==> config.mk <==
export PLATFORM = sky130hd
export DESIGN_NAME = serial_sub16
export DESIGN_NICKNAME = d
export VERILOG_FILES = /design/src/rtl/serial_sub_pkg.sv /design/src/rtl/sub_digit.sv /design/src/rtl/serial_sub16.sv
export SDC_FILE = /design/constraint.sdc
export NUM_CORES = 1
export LEC_CHECK = 0
export BUFFER_PORTS_ARGS = -buffer_cell sky130_fd_sc_hd__buf_2
export CAP_MARGIN = 20
export CORE_ASPECT_RATIO = 0.5
export CORE_MARGIN = 3
export CORE_UTILIZATION = 50
export DETAILED_ROUTE_END_ITERATION = 8
export PLACE_DENSITY = 0.77
export SLEW_MARGIN = 20
export SYNTH_ARGS = -nofsm -noshare
export SYNTH_HDL_FRONTEND = slang
export SYNTH_SLANG_ARGS = --single-unit
export TNS_END_PERCENT = 50
==> constraint.sdc <==
create_clock -name clk -period 1.5 [get_ports clk]
set_input_delay 0.075 -clock clk [delete_from_list [all_inputs] [get_ports clk]]
set_output_delay 0.075 -clock clk [all_outputs]
set_load 0.05 [all_outputs]
==> src/rtl/serial_sub_pkg.sv <==
// Shared types and constants for the digit-serial subtractor.
// FSM encoding, default geometry and the digit-counter width helper.
package serial_sub_pkg;

    typedef enum logic [1:0] {
        IDLE = 2'd0,
        RUN  = 2'd1,
        DONE = 2'd2
    } state_t;

    localparam int DEF_WIDTH = 16;
    localparam int DEF_DIGIT = 1;

    // Counter must hold 0..WIDTH/DIGIT-1; never let it collapse to zero bits.
    function automatic int cnt_width(input int width, input int digit);
        int w;
        w = $clog2(width / digit);
        return (w < 1) ? 1 : w;
    endfunction

endpackage

==> src/rtl/sub_digit.sv <==
// Combinational DIGIT-bit ripple full-subtractor: {bo, d} = x - y - bi.
// This is the single arithmetic cell the serial subtractor reuses every cycle.
module sub_digit
    import serial_sub_pkg::*;
#(
    parameter int DIGIT = DEF_DIGIT
) (
    input  logic [DIGIT-1:0] x,
    input  logic [DIGIT-1:0] y,
    input  logic             bi,
    output logic [DIGIT-1:0] d,
    output logic             bo
);

    logic [DIGIT:0] borrow;

    assign borrow[0] = bi;

    for (genvar gi = 0; gi < DIGIT; gi++) begin : g_bit
        assign d[gi]          = x[gi] ^ y[gi] ^ borrow[gi];
        // Borrow when x<y outright, or when x==y and a borrow arrives from below.
        assign borrow[gi + 1] = (~x[gi] & y[gi]) | (~(x[gi] ^ y[gi]) & borrow[gi]);
    end

    assign bo = borrow[DIGIT];

endmodule

==> src/rtl/serial_sub16.sv <==
// Digit-serial subtractor: diff = a - b - b_in over WIDTH/DIGIT cycles with start/busy/done.
// Optional signed-overflow output is enabled with the SERIAL_SUB_OVF_EN macro.
module serial_sub16
    import serial_sub_pkg::*;
#(
    parameter int WIDTH = DEF_WIDTH,
    parameter int DIGIT = DEF_DIGIT
) (
    input  logic             clk,
    input  logic             rst,
    input  logic             start,
    input  logic [WIDTH-1:0] a,
    input  logic [WIDTH-1:0] b,
    input  logic             b_in,
    output logic             busy,
    output logic             done,
    output logic [WIDTH-1:0] diff,
    output logic             b_out
`ifdef SERIAL_SUB_OVF_EN
    ,
    output logic             ovf
`endif
);

    localparam int              N    = WIDTH / DIGIT;
    localparam int              CW   = cnt_width(WIDTH, DIGIT);
    localparam logic [CW-1:0]   LAST = CW'(N - 1);

    state_t           state_reg;
    state_t           state_next;
    logic [WIDTH-1:0] a_reg;
    logic [WIDTH-1:0] b_reg;
    logic [WIDTH-1:0] diff_reg;
    logic             borrow_reg;
    logic             b_out_reg;
    logic [CW-1:0]    cnt_reg;
    logic             accept;
    logic             last_digit;
    logic [DIGIT-1:0] d_digit;
    logic             bo_digit;

    sub_digit #(
        .DIGIT(DIGIT)
    ) u_cell (
        .x (a_reg[DIGIT-1:0]),
        .y (b_reg[DIGIT-1:0]),
        .bi(borrow_reg),
        .d (d_digit),
        .bo(bo_digit)
    );

    assign last_digit = (cnt_reg == LAST);

    // DONE is not busy, so a new request can chain straight into RUN.
    always_comb begin
        state_next = state_reg;
        busy       = 1'b0;
        done       = 1'b0;
        accept     = 1'b0;
        case (state_reg)
            IDLE: begin
                if (start) begin
                    accept     = 1'b1;
                    state_next = RUN;
                end
            end
            RUN: begin
                busy = 1'b1;
                if (last_digit) begin
                    state_next = DONE;
                end
            end
            DONE: begin
                done = 1'b1;
                if (start) begin
                    accept     = 1'b1;
                    state_next = RUN;
                end else begin
                    state_next = IDLE;
                end
            end
            default: state_next = IDLE;
        endcase
    end

    always_ff @(posedge clk) begin
        if (rst) begin
            state_reg  <= IDLE;
            a_reg      <= '0;
            b_reg      <= '0;
            diff_reg   <= '0;
            borrow_reg <= 1'b0;
            b_out_reg  <= 1'b0;
            cnt_reg    <= '0;
        end else begin
            state_reg <= state_next;
            if (accept) begin
                a_reg      <= a;
                b_reg      <= b;
                borrow_reg <= b_in;
                cnt_reg    <= '0;
            end else if (state_reg == RUN) begin
                // Operands drain LSB-first; result digits enter at the top and
                // land in their final positions after N shifts.
                a_reg      <= a_reg >> DIGIT;
                b_reg      <= b_reg >> DIGIT;
                diff_reg   <= {d_digit, diff_reg[WIDTH-1:DIGIT]};
                borrow_reg <= bo_digit;
                cnt_reg    <= cnt_reg + CW'(1);
                if (last_digit) begin
                    b_out_reg <= bo_digit;
                end
            end
        end
    end

    assign diff  = diff_reg;
    assign b_out = b_out_reg;

`ifdef SERIAL_SUB_OVF_EN
    logic a_msb_reg;
    logic b_msb_reg;
    logic ovf_reg;

    // Operand sign bits are shifted out during RUN, so keep copies for the overflow test.
    always_ff @(posedge clk) begin
        if (rst) begin
            a_msb_reg <= 1'b0;
            b_msb_reg <= 1'b0;
            ovf_reg   <= 1'b0;
        end else begin
            if (accept) begin
                a_msb_reg <= a[WIDTH-1];
                b_msb_reg <= b[WIDTH-1];
            end else if (state_reg == RUN && last_digit) begin
                ovf_reg <= (a_msb_reg != b_msb_reg) && (d_digit[DIGIT-1] != a_msb_reg);
            end
        end
    end

    assign ovf = ovf_reg;
`endif

endmodule

* Word level (Yosys, flattened, before mapping)
Cells that the tools add are included.
** Cells by class
- Reductions and logical operators :: 7
- Multiplexer cells :: 14
- Bitwise gates (word level) :: 8
- Add/subtract/negate cells :: 1
- Eq/ne operators :: 5
** Operators with widths (number)
- $mux 16 :: 4
- $mux 1 :: 7
- $pmux 2 s3 :: 1
- $add 4x1->4 const B :: 1
- $eq 4x4->1 const B :: 1
- $mux 2 :: 2
- $ne 2x2->1 const B :: 2
- $reduce_and 2->1 :: 2
- $reduce_or 2->1 :: 2
- $not 1->1 :: 3
- $reduce_and 3->1 :: 1
- $and 1x1->1 :: 2
- $eq 2x1->1 const B :: 1
- $eq 2x2->1 const B :: 1
- $logic_not 2->1 :: 1
- $reduce_bool 2->1 :: 1
- $xor 1x1->1 :: 2
- $or 1x1->1 :: 1
** Word-level totals
- Output and inout bits :: 19
- Word-level logic and storage cells :: 42
- Flip-flop bits (word level) :: 56

* Logic depth before layout (Yosys ltp)
Gate-level depths: netlist of the first run.
- Depth after elaboration :: 6
- Depth in mapped cells :: 6

* By module
From an unflattened synthesis of the first run, not the netlist that was laid out.
** Second synthesis, totals
- Cell total of the unflattened synthesis :: 267
- Area, all modules :: 2220.9 µm²
** Modules (own cells, without submodules)
- serial_sub16 :: area each 2189.6 µm², cells an instance 263, times used 1
- sub_digit :: area each 31.3 µm², cells an instance 4, times used 1

* Worst setup path before layout of the first run
OpenSTA, ideal clock, no wires.
- Kind :: reg2reg
- Start point :: register state_reg[1]
- End point :: register diff_reg[10], in the netlist diff[10]
- Stages on the path, launching flop included :: 7
- Slack :: 240 ps
- Arrival :: 1190 ps
- Data required time :: 1430 ps
- Period minus slack after synthesis :: 1260 ps
- Cell sequence :: dfxtp_1 -> nand2b_1 -> buf_2 -> inv_2 -> buf_2 -> nand2_1 -> a21oi_1
** Between the ends
- Cells in the longest elaborated chain, start to end :: 5
** RTL lines
- from (decl) :: line serial_sub16.sv:29 : state_t state_reg;
- from (signal assigned) :: line serial_sub16.sv:96 : state_reg <= state_next;
- $eq 2x2->1 or $logic_not 2->1 (tied branches) :: line serial_sub16.sv:60 : case (state_reg)
- $reduce_or 2->1 (no line)
- $mux 1
- $not 1->1 (no line)
- $reduce_and 2->1 (no line) *
- to (signal assigned) :: line serial_sub16.sv:107 : diff_reg <= {d_digit, diff_reg[WIDTH-1:DIGIT]};
- to (decl) :: line serial_sub16.sv:33 : logic [WIDTH-1:0] diff_reg;
Mark *: on every way between the ends. The rest lies on a longest branch, timed or not.
A chain may end at the register's enable or synchronous reset.

* Worst setup path after layout of the first run
- Start point :: register state_reg[1]
- End point :: register b_reg[1]
** Between the ends
- Cells in the longest elaborated chain, start to end :: 4
** RTL lines
- $eq 2x2->1 or $logic_not 2->1 (tied branches) :: line serial_sub16.sv:60
- $reduce_or 2->1 (no line)
- $mux 1
- $mux 16 or $reduce_bool 2->1 (tied branches)
- to (signal assigned) :: line serial_sub16.sv:106 : b_reg <= b_reg >> DIGIT;
- to (decl) :: line serial_sub16.sv:32 : logic [WIDTH-1:0] b_reg;
Parallel ways exist; a longest one is shown, timed or not.

==> flow_metrics.env, run 1 <==
export IMPL_grt_pass1_vias=1704
export IMPL_vias=1958
export IMPL_yosysSeqAreaShare_pct=51.0
export IMPL_drive_gt1_share_pct=23.8
export IMPL_worstPathRequired_ps=1680
export IMPL_die_width_microns=99.7
export IMPL_fin_ws_ps=120
export IMPL_netlist_area_sq_um=2200
export IMPL_clk_pin_slew_worst_paths_ps=90
export IMPL_fillerInstances=371
export IMPL_port_buffers=54
export IMPL_grt_pass1_wl_mm=7.76
export IMPL_design_portCount=55
export IMPL_final_area_sq_um=2620
export IMPL_routabilityCongestion=0.811
export IMPL_cp_start_kind="flip-flop"
export IMPL_critPathKind="reg -> reg"
export IMPL_wl_per_cell_microns=12.8
export IMPL_dp_worst_setup_slack_ps=165
export IMPL_vias_per_cell=5.36
export IMPL_cts_root_buf="clkbuf_8"
export IMPL_min_period_ps=1380
export IMPL_die_h_microns=52.9
export IMPL_synth_cell_types=29
export IMPL_async_flop_share_pct=0
export IMPL_setup_viol=0
export IMPL_max_cap_violations=0
export IMPL_yosys_warnings=0
export IMPL_drt_pass1_iterations=4
export IMPL_n_antenna_cell=0
export IMPL_rsz0062_at_grt="false"
export IMPL_clk_latency_ps=300
export IMPL_relSlewSlack_pct=73.5
export IMPL_grt_usage_pct=18.5
export IMPL_synthTopCellsByArea="dfxtp_1 51%, nand2_1 10%, nor3_1 8.0%"
export IMPL_synth_edf_count=0
export IMPL_slew_viol_final=0
export IMPL_hp_class="in -> reg"
export IMPL_worstMarginPinSlew_ps=397
export IMPL_drt_initial_drc_count=97
export IMPL_fin_setup_tns_ps=0
export IMPL_status="complete, no violations"
export IMPL_cts_tree="yes"
export IMPL_ys_ff_latch=56
export IMPL_row_count=16
export IMPL_critPathArrivalTime_ps=1560
export IMPL_p_leak_nw=1.04
export IMPL_peakVddDrop_mv=0.483
export IMPL_numCtsBuffers=5
export IMPL_startpoint="state_reg[1]"
export IMPL_drcViolationCount=0
export IMPL_netlist_instances=266
export IMPL_clock_sinks=56
export IMPL_syn_area_per_cell_sq_um=8.26
export IMPL_core_sq_um=4060
export IMPL_start_util_pct=54.1
export IMPL_post_cts_buffers=0
export IMPL_num_nets_final=348
export IMPL_placed_area_sq_um=2510
export IMPL_grt_max_degree=46
export IMPL_area_growth_pct=19.2
export IMPL_max_freq_ghz=0.725
export IMPL_synth_top_area_share_pct=51.0
export IMPL_antenna_found_initial=0
export IMPL_wirelength_mm=4.67
export IMPL_layout_worst_path_cycle_share_pct=92.0
export IMPL_synth_ff_type="dfxtp_1"
export IMPL_dieArea_sq_um=5270
export IMPL_worst_setup_path_end_kind="flip-flop"
export IMPL_reg2reg_from="state_reg[1]"
export IMPL_p_per_area_nw_per_um2=1150
export IMPL_yosysTopAreaCell="dfxtp_1"
export IMPL_multi_input_area_sq_um=948
export IMPL_crit_fanout=15
export IMPL_globalRoute_totalOverflow=0
export IMPL_hold_start="rst"
export IMPL_dp_hpwl_mm=3.23
export IMPL_report_final_hold_viol_count=0
export IMPL_htreeDepth=2
export IMPL_ant_nets=0
export IMPL_synth_nets=304
export IMPL_worst_r2r_setup_slack_ps=120
export IMPL_clock_path_buffers=2
export IMPL_finalClockSkew_ps=5.82
export IMPL_regArea_sq_um=1120
## per-layer routing
layer	vias up	global-route usage (%)	share of wire (%)	wire, microns
met5	-	0	0	0
met1	888	24.8	48	2240
met4	0	4.76	0.36	17
li1	1014	-	-	-
met3	2	4.74	6.7	312
met2	54	30.0	45	2100
## cells by family (layout without fill, tap and decap cells)
logic type | after synthesis | after routing | share of synthesized area (%)
flops | 56 | 56 | 51.0
fa+ha+maj | 2 | 2 | 1.48
buf+inv | 29 | 74 | 6.04
xor+xnor | 2 | 2 | 0.797
simple gates | 107 | 107 | 21.4
compound gates | 67 | 67 | 17.9
mux | 3 | 3 | 1.37
## metrics by stage
stage	util (%)	cells	total power, mW	hold slack [ps]
2_1_floorplan	-	266	1.95	259
3_3_place_gp	61.7	357	2.07	357
3_5_place_dp	61.7	357	2.08	372
4_1_cts	64.3	365	3.04	47.2
5_1_grt	64.4	365	3.15	55.7
6_report	64.4	365	3.00	54.6
## placed cells by master, fill, tap and decap left out, drive strengths merged
| cell type | count |
|---|---|
| a211oi | 1 |
| a21oi | 19 |
| a22oi | 2 |
| a31oi | 14 |
| buf | 61 |
| bufinv | 1 |
| clkbuf | 7 |
| clkinv | 2 |
| dfxtp | 56 |
| fa | 1 |
| ha | 1 |
| inv | 3 |
| mux2i | 3 |
| nand2 | 59 |
| nand2b | 2 |
| nand3 | 4 |
| nand3b | 1 |
| nor2 | 2 |
| nor2b | 2 |
| nor3 | 35 |
| nor3b | 1 |
| o21ai | 15 |
| o221a | 1 |
| o221ai | 1 |
| o22ai | 14 |
| or3 | 1 |
| xnor2 | 1 |
| xor2 | 1 |
## area by class of cell
type / instances / area share [%]
tap: 54 / 2.58
multi-input combinational: 181 / 36.2
timing repair buffer: 62 / 13.7
clock inverter: 2 / 1.34
sequential: 56 / 42.8
clock buffer: 6 / 2.77
inverter: 4 / 0.621
## final timing paths
| check | to | cells past startpoint |
|---|---|---|
| min | a_reg[0] | 2 |
| min reg2reg | diff[0] | 2 |
| max reg2reg | b_reg[1] | 5 |
| max | b_reg[1] | 5 |
## where the power goes
part	switching, mW	internal, mW	leakage [nW]	total [mW]
Combinational	0.248	0.173	0.528	0.421
Clock	0.454	0.496	0.0552	0.950
Sequential	0.0508	1.58	0.459	1.63
Total	0.753	2.25	1.04	3.00
## timing repair
action                                  4_1_cts  5_1_grt
endpoints found under the setup margin        0        1
resized for setup                             0        2
hold buffers                                  0        0
## Yosys cell counts, drive strengths merged (2+ instances only)
cell,count
buf,15
o22ai,14
dfxtp,56
nor2b,2
nand2b,2
inv,4
mux2i,3
clkbuf,10
nor2,2
a21oi,19
nand2,59
a22oi,2
nand3,4
a31oi,14
nor3,35
o21ai,15
## worst max-delay path, cell delays in order (launching register included)
cell	delay, ps
dfxtp_1	340
nand2b_2	170
clkinv_2	200
buf_4	260
nor3_1	210
nor3_1	80
No activity file was read; power rests on OpenSTA's default activity.
==> run 2, diff against run 1 <==
Settings changed: SYNTH_HIERARCHICAL from default to 1.
==> flow_metrics.env, run 2 <==
export IMPL_holdBufCountCts=0
export IMPL_slew_viol_final=0
export IMPL_stdcell_count=367
export IMPL_mostFrequentLayoutCell="dfxtp_1"
export IMPL_p_int_mw=2.25
export IMPL_yosysSeqAreaShare_pct=50.5
export IMPL_critPathKind="reg -> reg"
export IMPL_cpPeakStageDelay_ps=410
export IMPL_report_final_hold_viol_count=0
export IMPL_drcViolationCount=0
export IMPL_netlist_instances=267
export IMPL_synth_top_area_share_pct=50.5
export IMPL_crit_buf_inv=3
export IMPL_switchingPower_mw=0.792
export IMPL_synth_cell_types=27
export IMPL_htreeDepth=2
export IMPL_clock_path_buffers=2
export IMPL_max_cap_violations=0
export IMPL_clk_latency_ps=310
export IMPL_routabilityCongestion=0.768
export IMPL_port_buffers=54
export IMPL_final_area_sq_um=2640
export IMPL_p_seq_share_pct=53.5
export IMPL_vias_per_cell=5.53
export IMPL_cp_start_kind="flip-flop"
export IMPL_globalRoute_totalOverflow=0
export IMPL_row_count=16
export IMPL_dp_hpwl_mm=3.11
export IMPL_finalPower_mw=3.05
export IMPL_min_period_ps=1470
export IMPL_max_freq_ghz=0.680
export IMPL_num_nets_final=350
export IMPL_yosysTopAreaCell="dfxtp_1"
export IMPL_crit_fanout=2
export IMPL_dieArea_sq_um=5330
export IMPL_synth_commonest_cells="56 x dfxtp_1, 53 x nand2_1, 39 x nor3_1"
export IMPL_drt_pass1_iterations=4
export IMPL_synth_edf_count=0
export IMPL_ant_nets=0
export IMPL_finalClockSkew_ps=7.72
export IMPL_ys_ff_latch=56
export IMPL_die_width_microns=100
export IMPL_grt_pass1_vias=1791
export IMPL_grt_usage_pct=19.1
export IMPL_antenna_found_initial=0
export IMPL_worst_setup_path_end_kind="flip-flop"
export IMPL_synth_nets=305
export IMPL_grt_pass1_wl_mm=8.02
export IMPL_wirelength_mm=5.05
export IMPL_placed_area_sq_um=2510
export IMPL_relSlewSlack_pct=78.5
export IMPL_vias=2029
export IMPL_netlist_area_sq_um=2220
export IMPL_core_sq_um=4080
export IMPL_final_cell_mix="55 x dfxtp_1, 53 x nand2_1, 53 x buf_2"
export IMPL_p_leak_nw=1.07
export IMPL_numCtsBuffers=5
export IMPL_clk_pin_slew_worst_paths_ps=100
export IMPL_critPathArrivalTime_ps=1710
export IMPL_cp_common_cell="inv_1"
export IMPL_place_inst=358
export IMPL_die_h_microns=53.1
export IMPL_layout_worst_path_cycle_share_pct=98.0
export IMPL_n_antenna_cell=0
export IMPL_peakVddDrop_mv=0.594
export IMPL_worstPathCellList="inv_1, fa_1, inv_1, inv_1, or3_1, a21oi_1"
export IMPL_drive_gt1_share_pct=23.6
export IMPL_hp_class="in -> reg"
export IMPL_crit_family="adder cells"
export IMPL_rsz0062_at_grt="true"
export IMPL_cts_tree="yes"
export IMPL_synthTopCellsByArea="dfxtp_1 50%, nand2_1 9.0%, nor3_1 8.8%"
export IMPL_p_per_area_nw_per_um2=1150
export IMPL_worstPathRequired_ps=1740
export IMPL_synth_ff_type="dfxtp_1"
export IMPL_drt_initial_drc_count=120
export IMPL_async_flop_share_pct=0
export IMPL_worstMarginPinSlew_ps=322
export IMPL_status="complete, no violations"
export IMPL_design_portCount=55
export IMPL_grt_max_degree=54
export IMPL_syn_area_per_cell_sq_um=8.32
export IMPL_start_util_pct=54.4
export IMPL_p_sw_share_pct=26.0
export IMPL_wl_per_cell_microns=13.7
export IMPL_post_route_util_pct=64.7
export IMPL_yosysMostFrequentCell="dfxtp_1"
export IMPL_cpMaxStageDelayCell="fa_1"
export IMPL_area_growth_pct=19.0
export IMPL_setup_viol=0
export IMPL_yosys_warnings=6
export IMPL_power_clock_fraction_pct=32.0
export IMPL_p_comb_share_pct=14.5
export IMPL_clock_sinks=56
export IMPL_cts_root_buf="clkbuf_8"
==> run 2: final timing paths <==
check           start         to  slack [ps]  cells past startpoint
max          b_reg[0]      b_out          30                      6
min             a[15]  a_reg[15]          20                      3
max reg2reg  b_reg[0]      b_out          30                      6
min reg2reg   diff[0]    diff[0]         450                      2
==> run 2: kinds of logic (layout without fill, tap and decap cells) <==
logic type	count (synthesis)	after routing	synth area share (%)
xor+xnor	2	2	0.789
simple gates	108	108	21.8
fa+ha+maj	2	2	1.46
flops	56	56	50.5
mux	3	3	1.35
compound gates	65	65	16.6
buf+inv	31	77	7.49
==> run 2: final cells by class <==
| class | instances | area [sq um] |
|---|---|---|
| fill | 357 | 1440 |
| timing repair inverter | 1 | 8.76 |
| multi-input combinational | 180 | 943 |
| tap | 54 | 67.6 |
| timing repair buffer | 62 | 358 |
| clock inverter | 2 | 35.0 |
| clock buffer | 6 | 72.6 |
| inverter | 6 | 35.0 |
| sequential | 56 | 1120 |
==> run 2: what timing repair did <==
| item | CTS | global route |
|---|---|---|
| buffers inserted | 0 | 0 |
| endpoints found under the setup margin | 1 | 2 |
| cloned | 0 | 1 |
| pin swaps | 0 | 0 |
| gates resized for setup | 3 | 2 |
==> run 2: worst register-to-register path, stage by stage, from the launching register on <==
cell and delay [ps]:
dfxtp_2 340, inv_1 50, fa_1 410, inv_1 70, inv_1 50, or3_1 360, a21oi_1 130
==> run 2: per-layer routing <==
layer / routed length (microns) / track usage, %
met5: 0 / 0
met4: 21 / 6.04
met3: 354 / 4.74
met2: 2390 / 32.0
met1: 2280 / 24.6
==> run 2: metrics by stage <==
| stage | setup slack (ps) | TNS, ps | hold slack [ps] |
|---|---|---|---|
| 2_1_floorplan | 124 | 0 | 211 |
| 3_3_place_gp | 100 | 0 | 324 |
| 3_5_place_dp | 18.3 | 0 | 341 |
| 4_1_cts | 8.65 | 0 | 16.6 |
| 5_1_grt | -31.2 | -31.2 | 30.0 |
| 6_report | 29.7 | 0 | 20.9 |
==> run 2: power by group through the flow <==
stage | combinational (mW) | sequential, mW | clock, mW
final | 0.443 | 1.63 | 0.974
after detailed placement | 0.423 | 1.66 | 0
after global placement | 0.413 | 1.66 | 0
after global routing | 0.492 | 1.64 | 1.03
after floorplan | 0.310 | 1.66 | 0
after CTS | 0.433 | 1.63 | 0.988
